<file path="src/rtl/mul_pkg.sv">
// Shared types and constants for the 32x32 sequential multiplier controller.
// Optional early-exit feature is enabled by defining MUL_EARLY_EXIT_EN.
package mul_pkg;

  localparam int A_W        = 32;
  localparam int B_W        = 32;
  localparam int SLICE_W    = 8;
  localparam int Y_W        = 40;
  localparam int P_W        = 64;
  localparam int NUM_SLICES = 4;
  localparam int K_W        = 2;

  typedef enum logic [1:0] {
    IDLE,
    RUN,
    DONE
  } state_t;

  // True when no nonzero multiplier bits remain above slice k.
  function automatic logic upper_zero(
    input logic [B_W-1:0] b,
    input logic [K_W-1:0] k
  );
    logic z;
    unique case (k)
      2'd0:    z = (b[31:8] == 24'd0);
      2'd1:    z = (b[31:16] == 16'd0);
      2'd2:    z = (b[31:24] == 8'd0);
      default: z = 1'b1;
    endcase
    return z;
  endfunction

endpackage

</file>
<file path="src/rtl/mul_slice_acc.sv">
// 64-bit shift-accumulator for byte-slice partial products.
// Aligns each 40-bit slice product by 8*k and adds it into the running sum.
module mul_slice_acc
  import mul_pkg::*;
(
  input  logic           clk,
  input  logic           rst_n,
  input  logic           clr,
  input  logic           en,
  input  logic [K_W-1:0] k,
  input  logic [Y_W-1:0] mul_y,
  output logic [P_W-1:0] acc
);

  logic [P_W-1:0] aligned;

  // Place the slice product at its byte weight within the 64-bit sum.
  always_comb begin
    aligned = {{(P_W-Y_W){1'b0}}, mul_y} << {k, 3'b000};
  end

  // Clear on a new operand pair, accumulate once per RUN cycle.
  always_ff @(posedge clk or negedge rst_n) begin
    if (!rst_n) begin
      acc <= '0;
    end else if (clr) begin
      acc <= '0;
    end else if (en) begin
      acc <= acc + aligned;
    end
  end

endmodule

</file>
<file path="src/rtl/mul32x32_seq_ctrl.sv">
// 32x32 unsigned multiply sequenced over an external 32x8 array multiplier.
// Define MUL_EARLY_EXIT_EN to stop once remaining multiplier slices are zero.
module mul32x32_seq_ctrl
  import mul_pkg::*;
#(
  parameter int NUM_SLICES = 4,
  parameter int SLICE_W    = 8
) (
  input  logic               clk,
  input  logic               rst_n,
  input  logic               in_valid,
  output logic               in_ready,
  input  logic [A_W-1:0]     in_a,
  input  logic [B_W-1:0]     in_b,
  output logic [A_W-1:0]     mul_a,
  output logic [SLICE_W-1:0] mul_b,
  input  logic [Y_W-1:0]     mul_y,
  output logic               out_valid,
  input  logic               out_ready,
  output logic [P_W-1:0]     out_p,
  output logic               busy
);

  state_t         state;
  logic [A_W-1:0] a_reg;
  logic [B_W-1:0] b_reg;
  logic [K_W-1:0] k;
  logic [P_W-1:0] acc;
  logic           accept;
  logic           k_last;
  logic           run_end;

  assign accept = (state == IDLE) && in_valid;
  assign k_last = (k == K_W'(NUM_SLICES - 1));

`ifdef MUL_EARLY_EXIT_EN
  assign run_end = k_last || upper_zero(b_reg, k);
`else
  assign run_end = k_last;
`endif

  // Array operands come straight from the latched registers.
  always_comb begin
    mul_a = a_reg;
    mul_b = b_reg[{k, 3'b000} +: SLICE_W];
  end

  // Handshake flags decode the state register, so reset clears them at once.
  always_comb begin
    in_ready  = (state == IDLE);
    out_valid = (state == DONE);
    busy      = (state != IDLE);
    out_p     = acc;
  end

  // Control FSM: latch operands, step through slices, hold result.
  always_ff @(posedge clk or negedge rst_n) begin
    if (!rst_n) begin
      state <= IDLE;
      a_reg <= '0;
      b_reg <= '0;
      k     <= '0;
    end else begin
      unique case (state)
        IDLE: begin
          if (in_valid) begin
            a_reg <= in_a;
            b_reg <= in_b;
            k     <= '0;
            state <= RUN;
          end
        end
        RUN: begin
          if (run_end) begin
            state <= DONE;
          end else begin
            k <= k + 1'b1;
          end
        end
        DONE: begin
          if (out_ready) begin
            state <= IDLE;
          end
        end
        default: state <= IDLE;
      endcase
    end
  end

  mul_slice_acc u_acc (
    .clk   (clk),
    .rst_n (rst_n),
    .clr   (accept),
    .en    (state == RUN),
    .k     (k),
    .mul_y (mul_y),
    .acc   (acc)
  );

endmodule
</file>
<file path="config.mk">
export PLATFORM = sky130hd
export DESIGN_NAME = mul32x32_seq_ctrl
export DESIGN_NICKNAME = d
export VERILOG_FILES = /design/src/rtl/mul_pkg.sv /design/src/rtl/mul_slice_acc.sv /design/src/rtl/mul32x32_seq_ctrl.sv
export SDC_FILE = /design/constraint.sdc
export NUM_CORES = 1
export LEC_CHECK = 0
export CORE_MARGIN = 1.5
export CORE_UTILIZATION = 48
export CTS_CLUSTER_DIAMETER = 150
export DETAILED_ROUTE_END_ITERATION = 16
export PLACE_DENSITY = 0.75
export SETUP_SLACK_MARGIN = 0.5
export SYNTH_ARGS = -nofsm -noshare
export SYNTH_HDL_FRONTEND = slang
export SYNTH_HIERARCHICAL = 1
export SYNTH_SLANG_ARGS = --single-unit
</file>
<file path="constraint.sdc">
create_clock -name clk -period 4.82 [get_ports clk]
set_clock_uncertainty 0.05 [all_clocks]
set_input_delay 1.446 -clock clk [delete_from_list [all_inputs] [get_ports clk]]
set_output_delay 1.446 -clock clk [all_outputs]
set_load 0.05 [all_outputs]
</file>
Word level (Yosys, flattened, before mapping) --
Cells that the tools add are included.
Storage, ports and cells: register bits 132, bits in latches 0, RAM bits 0, ROM bits 0, input port bits 108, output and inout port bits 107, logic and storage cells 33, memories 0
Cells by class: add/sub/neg operators 2, multiply operators 0, div/mod/pow operators 0, magnitude comparators 0, equality and inequality tests 7, shift operators 2, mux-type cells 9, bitwise operators 0, reductions and logical operators 8
Operators with widths (count):
- $mux W64 | 2
- $add A64 B64 Y64 | 1
- $shl A40 B5 Y64 | 1
- $shiftx A32 B6 Y8 | 1
- $mux W2 | 5
- $ne A2 B2 Y1 const B | 3
- $pmux W2 S3 | 1
- $reduce_and A3 Y1 | 2
- $reduce_bool A2 Y1 | 3
- $eq A2 B2 Y1 const B | 2
- $pmux W2 S2 | 1
- $add A2 B1 Y2 const B | 1
- $eq A2 B1 Y1 const B | 1
- $logic_not A2 Y1 | 1
- $ne A2 B1 Y1 const B | 1
- $reduce_and A2 Y1 | 1
- $logic_and A1 B1 Y1 | 1

Longest topological paths before layout --
Gate-level depths: netlist (run 1).
word-level depth 4, mapped depth 16, mapped depth without buffers 14

By module --
Netlist (run 1), hierarchy kept.
Modules (own cells, without submodules):
- mul_slice_acc | instances 1, cells an instance 962, area an instance 7608.5 um^2, sequential area each 1601.5 um^2
- mul32x32_seq_ctrl | instances 1, cells an instance 168, area an instance 3046.7 um^2, sequential area each 1701.6 um^2

Worst setup path before layout (run 1) --
No wires, ideal clock.
path type in2reg, start point in mul_y[18], end point reg u_acc.acc[63], setup time 0.128 ns, arrival 3.958 ns, required time 4.642 ns, path slack 0.685 ns, stages on the path 14, path buffers 1, cells stage by stage mux2_2 -> nor2_1 -> a21oi_1 -> ha_1 -> buf_6 -> a211o_1 -> o211ai_2 -> o311ai_2 -> nor4b_4 -> o21ai_2 -> a31oi_4 -> o2bb2ai_1 -> mux2i_1 -> mux2_1
Between the ends: cells in the longest elaborated chain, start to end 4
RTL lines:
- from (decl) | RTL line mul32x32_seq_ctrl.sv:17 | input logic [Y_W-1:0] mul_y,
- $shl A40 B5 Y64 | RTL line mul_slice_acc.sv:19 | aligned = {{(P_W-Y_W){1'b0}}, mul_y} << {k, 3'b000};
- $add A64 B64 Y64 | RTL line mul_slice_acc.sv:29 | acc <= acc + aligned;
- $mux W64 | RTL line mul_slice_acc.sv:28 | end else if (en) begin
- $mux W64 | RTL line mul_slice_acc.sv:26 | end else if (clr) begin
- to (signal assigned) | RTL line mul_slice_acc.sv:29
- to (decl) | RTL line mul_slice_acc.sv:12 | output logic [P_W-1:0] acc
No other way between the ends. The select of a mux whose other input is x is not followed. A chain may end at the register's enable or synchronous reset.

Worst setup path in the final report (run 1) --
start point in mul_y[30], end point reg u_acc.acc[63]
The elaborated chain is that of the path after synthesis.

==> impl_metrics.ini, run 1 <==
[synthesis]
yosys.area_share.adder = 0.0770
synth_common_cells = dfrtp_1 (132), nor2_1 (108), a21oi_1 (90)
synth_top_area_frac = 0.310
yosys.area_share.simple = 0.163
ys.flop_type = dfrtp_1
yosys.area.top_type = dfrtp_1
syn-cell-area_um2 = 10700
async_flop_share = 1.00
synth_nets = 1303
synth_xor_area_frac = 0.0345
synth_warnings = 6
synth-seq-cells = 132
synth_edf_count = 0
synth_top_family_by_area = compound AO/OA/AOI/OAI gates
synth-compound-area-share = 0.193
yosys.cell_types.count = 90
synth_most_common_cell = dfrtp_1
syn_area_per_cell_um2 = 9.43
synth_area_leaders = dfrtp_1 (31%), ha_1 (7.5%), mux2_4 (6.9%)
ys_seq_area_frac = 0.310
netlist_instances = 1130
synthMuxAreaShare = 0.176

[place]
gp_congestion = 0.948
dp_hpwl_um = 26500
place.port_buffers = 214
dp_slack_ps = -277

[sta]
fin_crit_sh = 0.896
maxSlewViolCount = 0
final-setup-viol-count = 0
hold_viol = 0
whs_ps = 460
fmax_mhz = 231
min_period_ps = 4320
tns_ps = 0
tightest_slew_ps = 862
max_slew_margin = 0.425
rsz0062_at_grt = true
timing.final.ws_setup_ps = 499

[critical_path]
slowest_delay_ps = 590
r2r_start = k[1]$_DFFE_PN0P_
critPathLaunchType = primary input
crit_family = compound AO/OA/AOI/OAI gates
cp_common_cell = mux2i_1
cp.depth = 14
startpoint = mul_y[30]
rr_endpoint = u_acc/acc[63]$_DFFE_PN0P_
path_cells = clkdlybuf4s50_1 -> buf_4 -> mux2i_1 -> nor2b_1 -> ha_1 -> a21o_1 -> a21oi_1 -> nor2_1 -> nor4_2 -> o41ai_2 -> o211a_1 -> o2bb2ai_2 -> mux2i_1 -> mux2_1
rrSetupSlack_ps = 580
cp-end-kind = register
cp_max_fo = 4
worst_path_max_delay_cell = clkdlybuf4s50_1
critPathKind = in -> reg
rr_worst_depth = 14
critPathBufInv = 2
arrival_ps = 4590
cp_data_required_time_ps = 5090
endpoint = u_acc/acc[63]$_DFFE_PN0P_

[routing]
via_per_inst = 6.01
drt-initial-drc-count = 1025
dr_total_vias = 10600
dr.pass1.iters = 6
ant_nets = 0
routed_wl_um = 36700
routedWlPerCell_um = 20.9
drcViolationCount = 0

[finish]
drive_gt1_frac = 0.288
regArea_um2 = 3310
fillers = 1629
syn_to_final_growth_pct = 46.2
fin_util = 0.714
multiInputGateArea_um2 = 7620
largest_reg_flops = 64
antennaDiodeCount = 0
nets = 1639

[floorplanning]
initial_core_util = 0.488
core_um2 = 21800
die_h_um = 152
num_rows = 54
dieArea_um2 = 23100
die_w_um = 152
pin_count = 215

[clocking]
clk_latency_ps = 440
numCtsBuffers = 17
cts_sinks = 132
clk_path_buf_depth = 2
clkSlewWorstSetupHoldPaths_ps = 80
tritoncts = yes
hold_buffers = 0
htreeDepth = 4
clock-root-buffer = clkbuf_16

[global_route]
grt_max_degree = 97
first_global_vias = 10600
grt_antenna_before_repair = 0
grt_pass1_wl_um = 57500
grt-ovfl-total = 0
track_usage = 0.312

[status]
status = finished, final reports clean

[flow_run]
maxCapViolations = 0

[min_path]
hold_path.class = reg -> reg
holdCritStartpoint = mul_a[7]$_DFFE_PN0P_
placed cells by master (no fill, tap or decap), types with 12 or more instances in the layout:
cell type and n:
clkdlybuf4s50_1 181, buf_4 174, dfrtp_1 130, nor2_1 103, nand2_1 83, a21oi_1 74, mux2_4 51, mux2i_1 50
ha_1 46, o21ai_0 35, a21o_1 29, nand4_1 26, dlymetal6s2s_1 23, xnor2_1 23, inv_1 22, mux2_2 21
xor2_1 19, nor2b_1 17, clkbuf_16 17, and3_1 16, a21oi_2 16, o21ai_1 13, nand3_1 13, ha_4 13
o21bai_1 12
worst register-to-register path: cells and delay by family (launching register included):
kind / cells / cell delay (ps)
flip-flops: 1 / 750
adder cells (fa/ha/maj): 1 / 300
AO/OA/AOI/OAI: 4 / 740
multiplexers: 4 / 1070
buffers and inverters: 2 / 600
AND/OR/NAND/NOR: 3 / 620
timing repair:
action                     in CTS  in global routing
resized for setup              58                128
setup endpoints to repair      41                 35
hold endpoints to repair        0                  0
setup buffers                   9                 16
pin swaps                      18                 41
cell families (layout without fill, tap and decap cells):
group,after synthesis,count (layout)
AO/OA/AOI/OAI,293,293
XOR/XNOR,42,42
adder cells (fa/ha/maj),65,65
buffers and inverters,99,448
flip-flops,132,132
multiplexers,150,150
AND/OR/NAND/NOR,349,349
metal layers:
metal | up-vias | wire [um] | global-route usage
met5 | - | 0 | 0
met4 | 0 | 1200 | 0.121
met3 | 95 | 3110 | 0.0653
met2 | 575 | 17400 | 0.508
met1 | 5069 | 15000 | 0.407
li1 | 4835 | - | -
through the flow:
stage / area (um^2) / std cells
after detailed placement: 13900 / 1702
after global routing: 15600 / 1759
after global placement: 13900 / 1702
after floorplan: 10700 / 1130
final: 15600 / 1759
after CTS: 14900 / 1743
cell type report:
type / instances / share of cell area
clock buffers: 17 / 0.0273
clock inverters: 15 / 0.0134
inverters: 22 / 0.00530
multi-input cells: 899 / 0.489
flip-flops and latches: 132 / 0.212
well taps: 280 / 0.0225
repair buffers: 394 / 0.230
how the worst min path moves through the flow:
stage                                 end  depth (start not counted)
finish               mul_a[7]$_DFFE_PN0P_                          1
global route        mul_a[10]$_DFFE_PN0P_                          1
CTS                 b_reg[21]$_DFFE_PN0P_                          1
detailed placement  b_reg[21]$_DFFE_PN0P_                          1
global placement    b_reg[16]$_DFFE_PN0P_                          1
floorplan           b_reg[16]$_DFFE_PN0P_                          1
Power of run 1 is not shown: default switching activity piles up to over one toggle a cycle in this logic, so the estimate is an artifact.
==> inputs of run 2 (changes only) <==
- SETUP_SLACK_MARGIN: 0.5 -> not set
- clock period: 4.82 -> 4.95 ns (I/O delays scaled with it)
==> run 2 against run 1 <==
Net effect:
- via count fell by 4.6%
- wire length fell by 5.2%
- worst hold slack got worse by 3.9 ps
- die area did not move
- count of clock-buffer cells in the layout did not move
- first-iteration DRC count fell by 24%
- core utilization fell by 5.3 points
- final cell count fell by 2.3%
- worst setup slack got worse by 340 ps
- sequential cell count did not move
- global-route usage fell by 1.0 points
- sequential share of layout area rose by 1.7 points
- critical endpoint unchanged
==> impl_metrics.ini, run 2 (synthesis gave the netlist of run 1 again) <==
[finish]
drive_gt1_frac = 0.202
fillers = 1753
final_common_cell = clkdlybuf4s50_1
antennaDiodeCount = 0
layout_common_cells = clkdlybuf4s50_1 (213), buf_4 (139), dfrtp_1 (130)
largest_reg_flops = 64
nets = 1599
syn_to_final_growth_pct = 35.3

[floorplanning]
core_um2 = 21800
dieArea_um2 = 23100
initial_core_util = 0.488
die_h_um = 152
num_rows = 54
pin_count = 215
die_w_um = 152

[routing]
routed_wl_um = 34800
dr_total_vias = 10100
routedWlPerCell_um = 20.3
ant_nets = 0
via_per_inst = 5.87
drt-initial-drc-count = 778
dr.pass1.iters = 5
drcViolationCount = 0

[clocking]
tritoncts = yes
clkSlewWorstSetupHoldPaths_ps = 70
clock-root-buffer = clkbuf_16
cts_sinks = 132
numCtsBuffers = 17
htreeDepth = 4
clk_path_buf_depth = 2
clk_latency_ps = 430

[sta]
final-setup-viol-count = 0
fmax_mhz = 209
max_slew_margin = 0.392
min_period_ps = 4800
tightest_slew_ps = 909
hold_viol = 0
fin_crit_sh = 0.969
timing.final.ws_setup_ps = 154
rsz0062_at_grt = false
maxSlewViolCount = 0

[global_route]
first_global_vias = 10400
track_usage = 0.302
grt_pass1_wl_um = 55600
grt-ovfl-total = 0
grt_antenna_before_repair = 0
grt_max_degree = 73

[critical_path]
rrSetupSlack_ps = 550
critPathLaunchType = primary input
critPathKind = in -> reg
cp-end-kind = register
r2r_start = k[1]$_DFFE_PN0P_
cp_max_fo = 6
cp_data_required_time_ps = 5210
arrival_ps = 5050
startpoint = mul_y[16]

[flow_run]
maxCapViolations = 0

[place]
place.port_buffers = 214
dp_hpwl_um = 26900
gp_congestion = 0.961
dp_slack_ps = -157

[min_path]
hold_path.class = reg -> reg
holdCritStartpoint = mul_a[7]$_DFFE_PN0P_

[status]
status = finished, final reports clean
==> run 2: final timing paths <==
kind                            cells after the start                   endpoint
worst max register to register                     13  u_acc/acc[59]$_DFFE_PN0P_
worst max-delay path                               15  u_acc/acc[63]$_DFFE_PN0P_
max in group asynchronous                           2  u_acc/acc[14]$_DFFE_PN0P_
worst min register to register                      1       mul_a[7]$_DFFE_PN0P_
min in group asynchronous                           1       mul_a[8]$_DFFE_PN0P_
worst min-delay path                                1       mul_a[7]$_DFFE_PN0P_
==> run 2: final cells by class <==
cell class | instances | area (um^2) | share of cell area
clock inverters | 15 | 165 | 0.0115
inverters | 22 | 82.6 | 0.00573
clock buffers | 17 | 425 | 0.0295
flip-flops and latches | 132 | 3310 | 0.229
multi-input cells | 899 | 6880 | 0.477
well taps | 280 | 350 | 0.0243
repair buffers | 354 | 3210 | 0.222
==> run 2: per-layer routing <==
| metal | up-vias | GRT usage | wire (um) |
|---|---|---|---|
| met5 | - | 0 | 0 |
| met2 | 432 | 0.498 | 16500 |
| met4 | 0 | 0.111 | 954 |
| met3 | 67 | 0.0542 | 2360 |
| li1 | 4752 | - | - |
| met1 | 4838 | 0.395 | 15000 |
==> run 2: critical path, cell delays in order <==
cell,delay (ps)
clkdlybuf4s50_1,480
buf_4,160
mux2_2,270
nor2_1,100
a21oi_1,100
ha_1,430
nand4_1,190
nor4_1,520
a22o_1,290
nor4b_4,70
o21ai_2,170
a31oi_4,80
o2bb2ai_1,190
mux2i_1,170
mux2_1,330
==> run 2: stage by stage <==
stage | cells | util | instance area (um^2) | TNS, ps | hold slack (ps)
floorplan | 1130 | - | 10700 | 0 | 426
global placement | 1687 | 0.633 | 13800 | -1700 | 438
detailed placement | 1687 | 0.633 | 13800 | -1200 | 441
CTS | 1719 | 0.660 | 14400 | 0 | 461
global route | 1719 | 0.661 | 14400 | 0 | 478
finish | 1719 | 0.661 | 14400 | 0 | 456
==> run 2: repair_timing <==
action / 4_1_cts / 5_1_grt
resized for setup: 0 / 1
buffers inserted: 0 / 0
hold buffers: 0 / 0
setup endpoints to repair: 0 / 1
Power of run 2 is left out for the same reason.
